**config.mk**
```make
export PLATFORM = sky130hd
export DESIGN_NAME = spi_io_ctrl
export DESIGN_NICKNAME = d
export VERILOG_FILES = /design/src/rtl/spi_io_ctrl.sv
export SDC_FILE = /design/constraint.sdc
export NUM_CORES = 1
export LEC_CHECK = 0
export CORE_MARGIN = 2
export CORE_UTILIZATION = 48
export DETAILED_ROUTE_END_ITERATION = 8
export PLACE_DENSITY = 0.84
export SLEW_MARGIN = 25
export SYNTH_ARGS = -nofsm -noshare
export SYNTH_HDL_FRONTEND = slang
export SYNTH_SLANG_ARGS = --single-unit
export TNS_END_PERCENT = 100
```
**constraint.sdc**
```tcl
create_clock -name clk -period 5.15 [get_ports clk]
set_input_delay 1.545 -clock clk [delete_from_list [all_inputs] [get_ports clk]]
set_output_delay 1.545 -clock clk [all_outputs]
set_load 0.005 [all_outputs]
```
**src/rtl/spi_io_ctrl.sv**
```systemverilog
// CPU-side sequencer for the SPI interface: turns a one-cycle I/O request
// into the read/send/driver-select handshake and stalls the CPU meanwhile.
module spi_io_ctrl #(
    parameter int DATA_W    = 8,
    parameter int ADDR_W    = 4,
    parameter int TIMEOUT   = 32,
    parameter int TIMEOUT_W = $clog2(TIMEOUT) + 1
) (
    input  logic              clk,
    input  logic              rst,
    input  logic              cpu_req_in,
    input  logic              cpu_we_in,
    input  logic              cpu_ext_in,
    input  logic [DATA_W-1:0] cpu_wdata_in,
    output logic              cpu_busy_out,
    output logic              cpu_done_out,
    output logic              cpu_err_out,
    output logic [DATA_W-1:0] cpu_rdata_out,
    output logic [ADDR_W-1:0] ext_addr_out,
    output logic              spi_read_out,
    output logic              spi_send_out,
    output logic              spi_driver_io_out,
    output logic [DATA_W-1:0] spi_wdata_out,
    input  logic              spi_ready_in,
    input  logic [DATA_W-1:0] spi_rdata_in,
    input  logic [ADDR_W-1:0] spi_addr_in
);

    typedef enum logic [2:0] {
        IDLE, LAUNCH, WAIT, DONE, ERR
    } state_t;

    localparam logic [TIMEOUT_W-1:0] WDOG_LAST = TIMEOUT_W'(TIMEOUT - 1);

    state_t              state_q;
    logic                we_q;
    logic                ext_q;
    logic [DATA_W-1:0]   wdata_q;
    logic [TIMEOUT_W-1:0] wdog_q;
    logic [TIMEOUT_W-1:0] wdog_d;
    logic                busy_q;
    logic                done_q;
    logic                err_q;
    logic                send_q;
    logic                read_q;
    logic [DATA_W-1:0]   rdata_q;
    logic [ADDR_W-1:0]   addr_q;

    // Saturating so a stuck count can never wrap back below the limit
    assign wdog_d = (wdog_q == '1) ? wdog_q : wdog_q + 1'b1;

    always_ff @(posedge clk) begin
        if (rst) begin
            state_q <= IDLE;
            we_q    <= 1'b0;
            ext_q   <= 1'b0;
            wdata_q <= '0;
            wdog_q  <= '0;
            busy_q  <= 1'b0;
            done_q  <= 1'b0;
            err_q   <= 1'b0;
            send_q  <= 1'b0;
            read_q  <= 1'b0;
            rdata_q <= '0;
            addr_q  <= '0;
        end else begin
            unique case (state_q)
                IDLE: begin
                    if (cpu_req_in) begin
                        we_q    <= cpu_we_in;
                        ext_q   <= cpu_ext_in;
                        wdata_q <= cpu_wdata_in;
                        busy_q  <= 1'b1;
                        send_q  <= cpu_we_in;
                        read_q  <= ~cpu_we_in;
                        state_q <= LAUNCH;
                    end
                end
                LAUNCH: begin
                    wdog_q  <= '0;
                    send_q  <= 1'b0;
                    state_q <= WAIT;
                end
                WAIT: begin
                    wdog_q <= wdog_d;
                    if (spi_ready_in) begin
                        if (!we_q) rdata_q <= spi_rdata_in;
                        if (ext_q) addr_q <= spi_addr_in;
                        busy_q  <= 1'b0;
                        read_q  <= 1'b0;
                        done_q  <= 1'b1;
                        state_q <= DONE;
                    end else if (wdog_q == WDOG_LAST) begin
                        busy_q  <= 1'b0;
                        read_q  <= 1'b0;
                        done_q  <= 1'b1;
                        err_q   <= 1'b1;
                        state_q <= ERR;
                    end
                end
                DONE, ERR: begin
                    done_q  <= 1'b0;
                    err_q   <= 1'b0;
                    state_q <= IDLE;
                end
                default: state_q <= IDLE;
            endcase
        end
    end

    // busy_q covers LAUNCH/WAIT; the request cycle itself stalls combinationally
    assign cpu_busy_out      = busy_q | ((state_q == IDLE) & cpu_req_in);
    assign cpu_done_out      = done_q;
    assign cpu_err_out       = err_q;
    assign cpu_rdata_out     = rdata_q;
    assign ext_addr_out      = addr_q;
    assign spi_send_out      = send_q;
    assign spi_read_out      = read_q;
    assign spi_driver_io_out = busy_q & ext_q;
    assign spi_wdata_out     = busy_q ? wdata_q : '0;

endmodule
```
==> results of run 1 <==
## placed cells by master, fill, tap and decap left out, types with 2 or more instances in the layout
master and n:
clkdlybuf4s50_1 51, dfxtp_1 36, nand2_1 25, nor2_1 18, a21oi_1 17, mux2i_1 12
and2_1 8, clkbuf_4 5, inv_1 4, o21ai_0 4, nand3_1 3, a22o_1 3
a211oi_1 3, nand2b_1 2, or3_1 2, or2_2 2, o21bai_1 2, o22ai_1 2
nand3b_1 2, and3_1 2, nor3_1 2, a211o_1 2, buf_4 2
## stage by stage
step           worst slack, ps  area (um2)  hold slack (ps)
2_1_floorplan             1330        1540              432
3_3_place_gp               543        2090              437
3_5_place_dp               529        2090              449
4_1_cts                    524        2170              465
5_1_grt                    423        2170              484
6_report                   537        2170              464
## routing by layer
layer	wire length, um	track usage	vias up	share of wire
li1	-	-	719	-
met1	1560	0.257	703	0.41
met2	1960	0.366	52	0.51
met3	260	0.0704	4	0.068
met4	48	0.0839	0	0.013
met5	0	0	-	0
## worst max-delay path, delay by kind of cell
| kind | cells | cell delay (ps) |
|---|---|---|
| buffers and inverters | 2 | 1010 |
| AND/OR/NAND/NOR | 3 | 520 |
## state kept, by name, indices dropped and copies added, names as in the netlist
signal         cells
cpu_rdata_out      8
wdata_q            8
wdog_q             6
ext_addr_out       4
state_q            3
busy_q             1
cpu_done_out       1
cpu_err_out        1
ext_q              1
spi_read_out       1
spi_send_out       1
we_q               1
## kinds of logic (layout without fill, tap and decap cells)
logic type	count (synthesis)	in the layout	synth area share
flops	36	36	0.467
xor+xnor	2	2	0.0114
fa+ha+maj	1	1	0.00811
simple gates	74	74	0.237
buf+inv	13	65	0.0333
mux	12	12	0.0779
compound gates	40	40	0.165
## final cells by class
class                      count  area [um2]  area share
clock inverter                 3        42.5      0.0196
sequential                    36         721       0.333
inverter                       4        15.0     0.00693
timing repair buffer          53         526       0.242
clock buffer                   5        37.5      0.0173
tap                           44        55.1      0.0254
multi-input combinational    129         771       0.356
## how the worst max path moves through the flow
stage	to	slack [ps]	cells after the start
detailed placement	cpu_busy_out	530	5
finish	cpu_busy_out	540	5
global route	cpu_busy_out	420	5
CTS	cpu_busy_out	520	5
floorplan	cpu_busy_out	1330	4
global placement	cpu_busy_out	540	5
## power by group through the flow
stage	sequential, mW	clock (mW)	combinational [mW]
after floorplan	0.304	0	0.0402
after global placement	0.308	0	0.0773
after detailed placement	0.309	0	0.0799
after CTS	0.303	0.201	0.0803
after global routing	0.305	0.214	0.0878
final	0.303	0.197	0.0798
==> results.cfg, run 1 <==
[worst_setup_path]
crit_type = primary input to primary output
arrival_ps = 3070
critPathMaxStageDelay_ps = 510
cp_cell_sequence = clkdlybuf4s50_1 > nand2b_1 > or3_1 > nand2_1 > clkdlybuf4s50_1
start_kind = primary input
crit_path_frequent_cell = clkdlybuf4s50_1
r2r_slack_ps = 3290
cp.required_ps = 3610
worstSetupStartpoint = cpu_req_in
slowest_stage = clkdlybuf4s50_1
crit_path_max_fanout = 3
r2r_cells = 4
reg2reg_to = wdog_q[5]
crit-reg2reg-launch = state_q[1]
end_kind = primary output

[clocking]
cts.clk_slew.worst_paths_ps = 110
cts_resized = 0
tritoncts = yes
clk_latency_ps = 350
cts_num_sinks = 36
holdBufCountCts = 0
clockRootBuffer = clkbuf_4
cts_made_buffers = 5
clock_path_buffers = 2
htreeDepth = 2
postCtsSetupBuffers = 0

[logic_synthesis]
synth_edf_count = 0
synth_nets = 205
yosys-top-cells-area = dfxtp_1 (47%), mux2i_1 (7.8%), nand2_1 (6.1%)
yosysSeqAreaShare = 0.467
synth_cell_types = 41
yosys_warnings = 0
synth-async-reset-ratio = 0
synth_area_leader_cell = dfxtp_1
ys.flop_type = dfxtp_1
synthCells = 178
postSynthAreaPerCell_um2 = 8.67
synth.most_common_cell = dfxtp_1
synth-seq-cells = 36
synth_area_mm2 = 0.00154
synth_top_area_share = 0.467
synthTopCellsByCount = dfxtp_1 (36), nand2_1 (25), nor2_1 (18), a21oi_1 (17), mux2i_1 (12)

[power_and_ir_drop]
p_comb_frac = 0.138
p_int_mw = 0.437
net-switching-power_mw = 0.143
ir_drop_uv = 223
total_power_mw = 0.580
p_per_area_mw_per_mm2 = 268
p_leak_nw = 0.807
swShare = 0.246
pwr-share-clk = 0.340
p_seq_frac = 0.522

[die]
die_w_um = 60.7
core_mm2 = 0.00305
initial_core_util = 0.505
row_count = 20
die_h_um = 60.7
die_area_mm2 = 0.00368
ios = 52

[worst_hold_path]
min_delay_worst_endpoint = wdata_q[6]
min-delay-start = wdata_q[6]
whs_path_depth = 2
worstHoldPathType = flip-flop to flip-flop

[timing]
fmaxAchievable_mhz = 217
period_minus_slack_ps = 4610
hold_violations = 0
fin_crit_sh = 0.896
slew_viol_final = 0
rsz0062_at_grt = false
fin_worst_skew_ps = 8.26
relSlewSlack = 0.593
finalSetupTns_ps = 0
setup_viol = 0
tightest_slew_ps = 608

[route]
wl_per_cell_um = 14.0
vias_per_cell = 5.39
final_antenna_net_count = 0
drc = 0
drt_first_pass_iters = 4
via_count = 1478
drt-initial-drc-count = 71
wirelength_mm = 3.83

[layout]
antennaDiodeCount = 0
fill_cells = 251
drive_gt1_frac = 0.0696
syn_to_final_growth_pct = 40.5
finalNonFillerCells = 274
final_util = 0.710
num-nets-final = 256

[global_route]
antenna_found_initial = 0
grt_pass1_wl_mm = 5.89
first_global_vias = 1322
grt_use_total = 0.217
grt-ovfl-total = 0
grt_max_degree = 34

[placed_design]
portBuffers = 51
place_congestion = 0.813
dp_hpwl_mm = 2.77
dp_cells = 266

[run_status]
status = completed

[flow_run]
maxCapViolCount = 0
Power figures use the tool's default switching activity.
==> run 2, diff against run 1 <==
--- a/config.mk
+++ b/config.mk
@@ -10,2 +10,3 @@
 export DETAILED_ROUTE_END_ITERATION = 8
+export HOLD_SLACK_MARGIN = 0.08
 export PLACE_DENSITY = 0.84
==> constraint.sdc (replaced) <==
create_clock -name clk -period 5.15 [get_ports clk]
set_input_delay 1.2875 -clock clk [delete_from_list [all_inputs] [get_ports clk]]
set_output_delay 1.2875 -clock clk [all_outputs]
set_load 0.005 [all_outputs]
==> results.cfg, run 2 (synthesized netlist as in run 1, its figures left out) <==
[run_status]
status = completed

[die]
core_mm2 = 0.00305
ios = 52
die_w_um = 60.7
initial_core_util = 0.505
die_h_um = 60.7
die_area_mm2 = 0.00368
row_count = 20

[timing]
fmaxAchievable_mhz = 229
fin_crit_sh = 0.848
tightest_slew_ps = 565
relSlewSlack = 0.621
finalSetupTns_ps = 0
rsz0062_at_grt = false
slew_viol_final = 0
setup_viol = 0
fin_ws_ps = 782
fin_worst_skew_ps = 5.27
hold_violations = 0
period_minus_slack_ps = 4370

[placed_design]
portBuffers = 51
place_congestion = 0.870
dp_hpwl_mm = 2.78
dpl_worst_slack_ps = 792

[route]
drc = 0
vias_per_cell = 5.25
drt-initial-drc-count = 52
wl_per_cell_um = 13.8
drt_first_pass_iters = 4
final_antenna_net_count = 0
wirelength_mm = 3.77
via_count = 1432

[worst_setup_path]
crit_path_max_fanout = 13
crit_path_frequent_cell = clkdlybuf4s50_1
crit_cells = 5
critPathMaxStageDelay_ps = 530
cp.required_ps = 3860
r2r_cells = 4
cp_cell_sequence = clkdlybuf4s50_1 > nand2b_1 > or3_1 > nand2_1 > clkdlybuf4s50_1
crit_family = buffers and inverters
end_kind = primary output
crit_type = primary input to primary output
slowest_stage = clkdlybuf4s50_1
arrival_ps = 3080
start_kind = primary input
cp_num_buf_inv = 2

[layout]
fill_cells = 256
final_common_cell = clkdlybuf4s50_1
antennaDiodeCount = 0
syn_to_final_growth_pct = 39.7
num-nets-final = 255
drive_gt1_frac = 0.0611
final_cell_mix = clkdlybuf4s50_1 (51), dfxtp_1 (36), nand2_1 (25)

[clocking]
holdBufCountCts = 0
cts_num_sinks = 36
tritoncts = yes
cts_made_buffers = 5
clk_latency_ps = 330
htreeDepth = 2
postCtsSetupBuffers = 0
cts.clk_slew.worst_paths_ps = 110
clock_path_buffers = 2
cts_resized = 0
clockRootBuffer = clkbuf_4

[global_route]
grt_pass1_wl_mm = 6.05
grt-ovfl-total = 0
grt_use_total = 0.222
antenna_found_initial = 0
first_global_vias = 1385
grt_max_degree = 34

[flow_run]
maxCapViolCount = 0

[power_and_ir_drop]
ir_drop_uv = 188
p_per_area_mw_per_mm2 = 268
p_leak_nw = 0.804

[worst_hold_path]
worstHoldPathType = flip-flop to flip-flop
whs_path_depth = 2
run 2: worst register-to-register path: cells and delay by family (launching register included):
kind | cells | cell delay [ps]
AOI/OAI and AO/OA | 2 | 520
DFF | 1 | 640
and+or+nand+nor | 2 | 580
run 2: final timing paths:
path / start / to / slack, ps
worst min register to register: wdata_q[5] / wdata_q[5] / 460
worst max-delay path: cpu_req_in / cpu_busy_out / 780
worst max register to register: state_q[1] / wdog_q[5] / 3320
worst min-delay path: wdata_q[5] / wdata_q[5] / 460
run 2: per-stage QoR:
stage	area [um2]	std cells	power (mW)	util	hold WS (ps)
global placement	2080	265	0.384	0.681	437
global route	2160	273	0.604	0.706	478
floorplan	1540	178	0.344	-	432
detailed placement	2080	265	0.388	0.681	450
CTS	2160	273	0.579	0.706	464
finish	2160	273	0.577	0.706	462
run 2: metal layers:
metal / GRT usage / routed length, um
met1: 0.257 / 1600
met2: 0.396 / 1960
met4: 0.0559 / 27
met3: 0.0725 / 194
met5: 0 / 0
run 2: area by class of cell:
cell class,count,area (um2),area share
tap,44,55.1,0.0255
multi-input combinational,129,771,0.358
inverter,4,15.0,0.00696
clock buffer,6,41.3,0.0192
timing repair buffer,52,518,0.240
clock inverter,2,35.0,0.0163
sequential,36,721,0.334
run 2: where the power goes:
| group | internal, mW | leakage [nW] | switching, mW |
|---|---|---|---|
| logic | 0.0446 | 0.469 | 0.0339 |
| clock network | 0.102 | 0.0422 | 0.0938 |
| registers | 0.290 | 0.293 | 0.0125 |
| total | 0.437 | 0.804 | 0.140 |
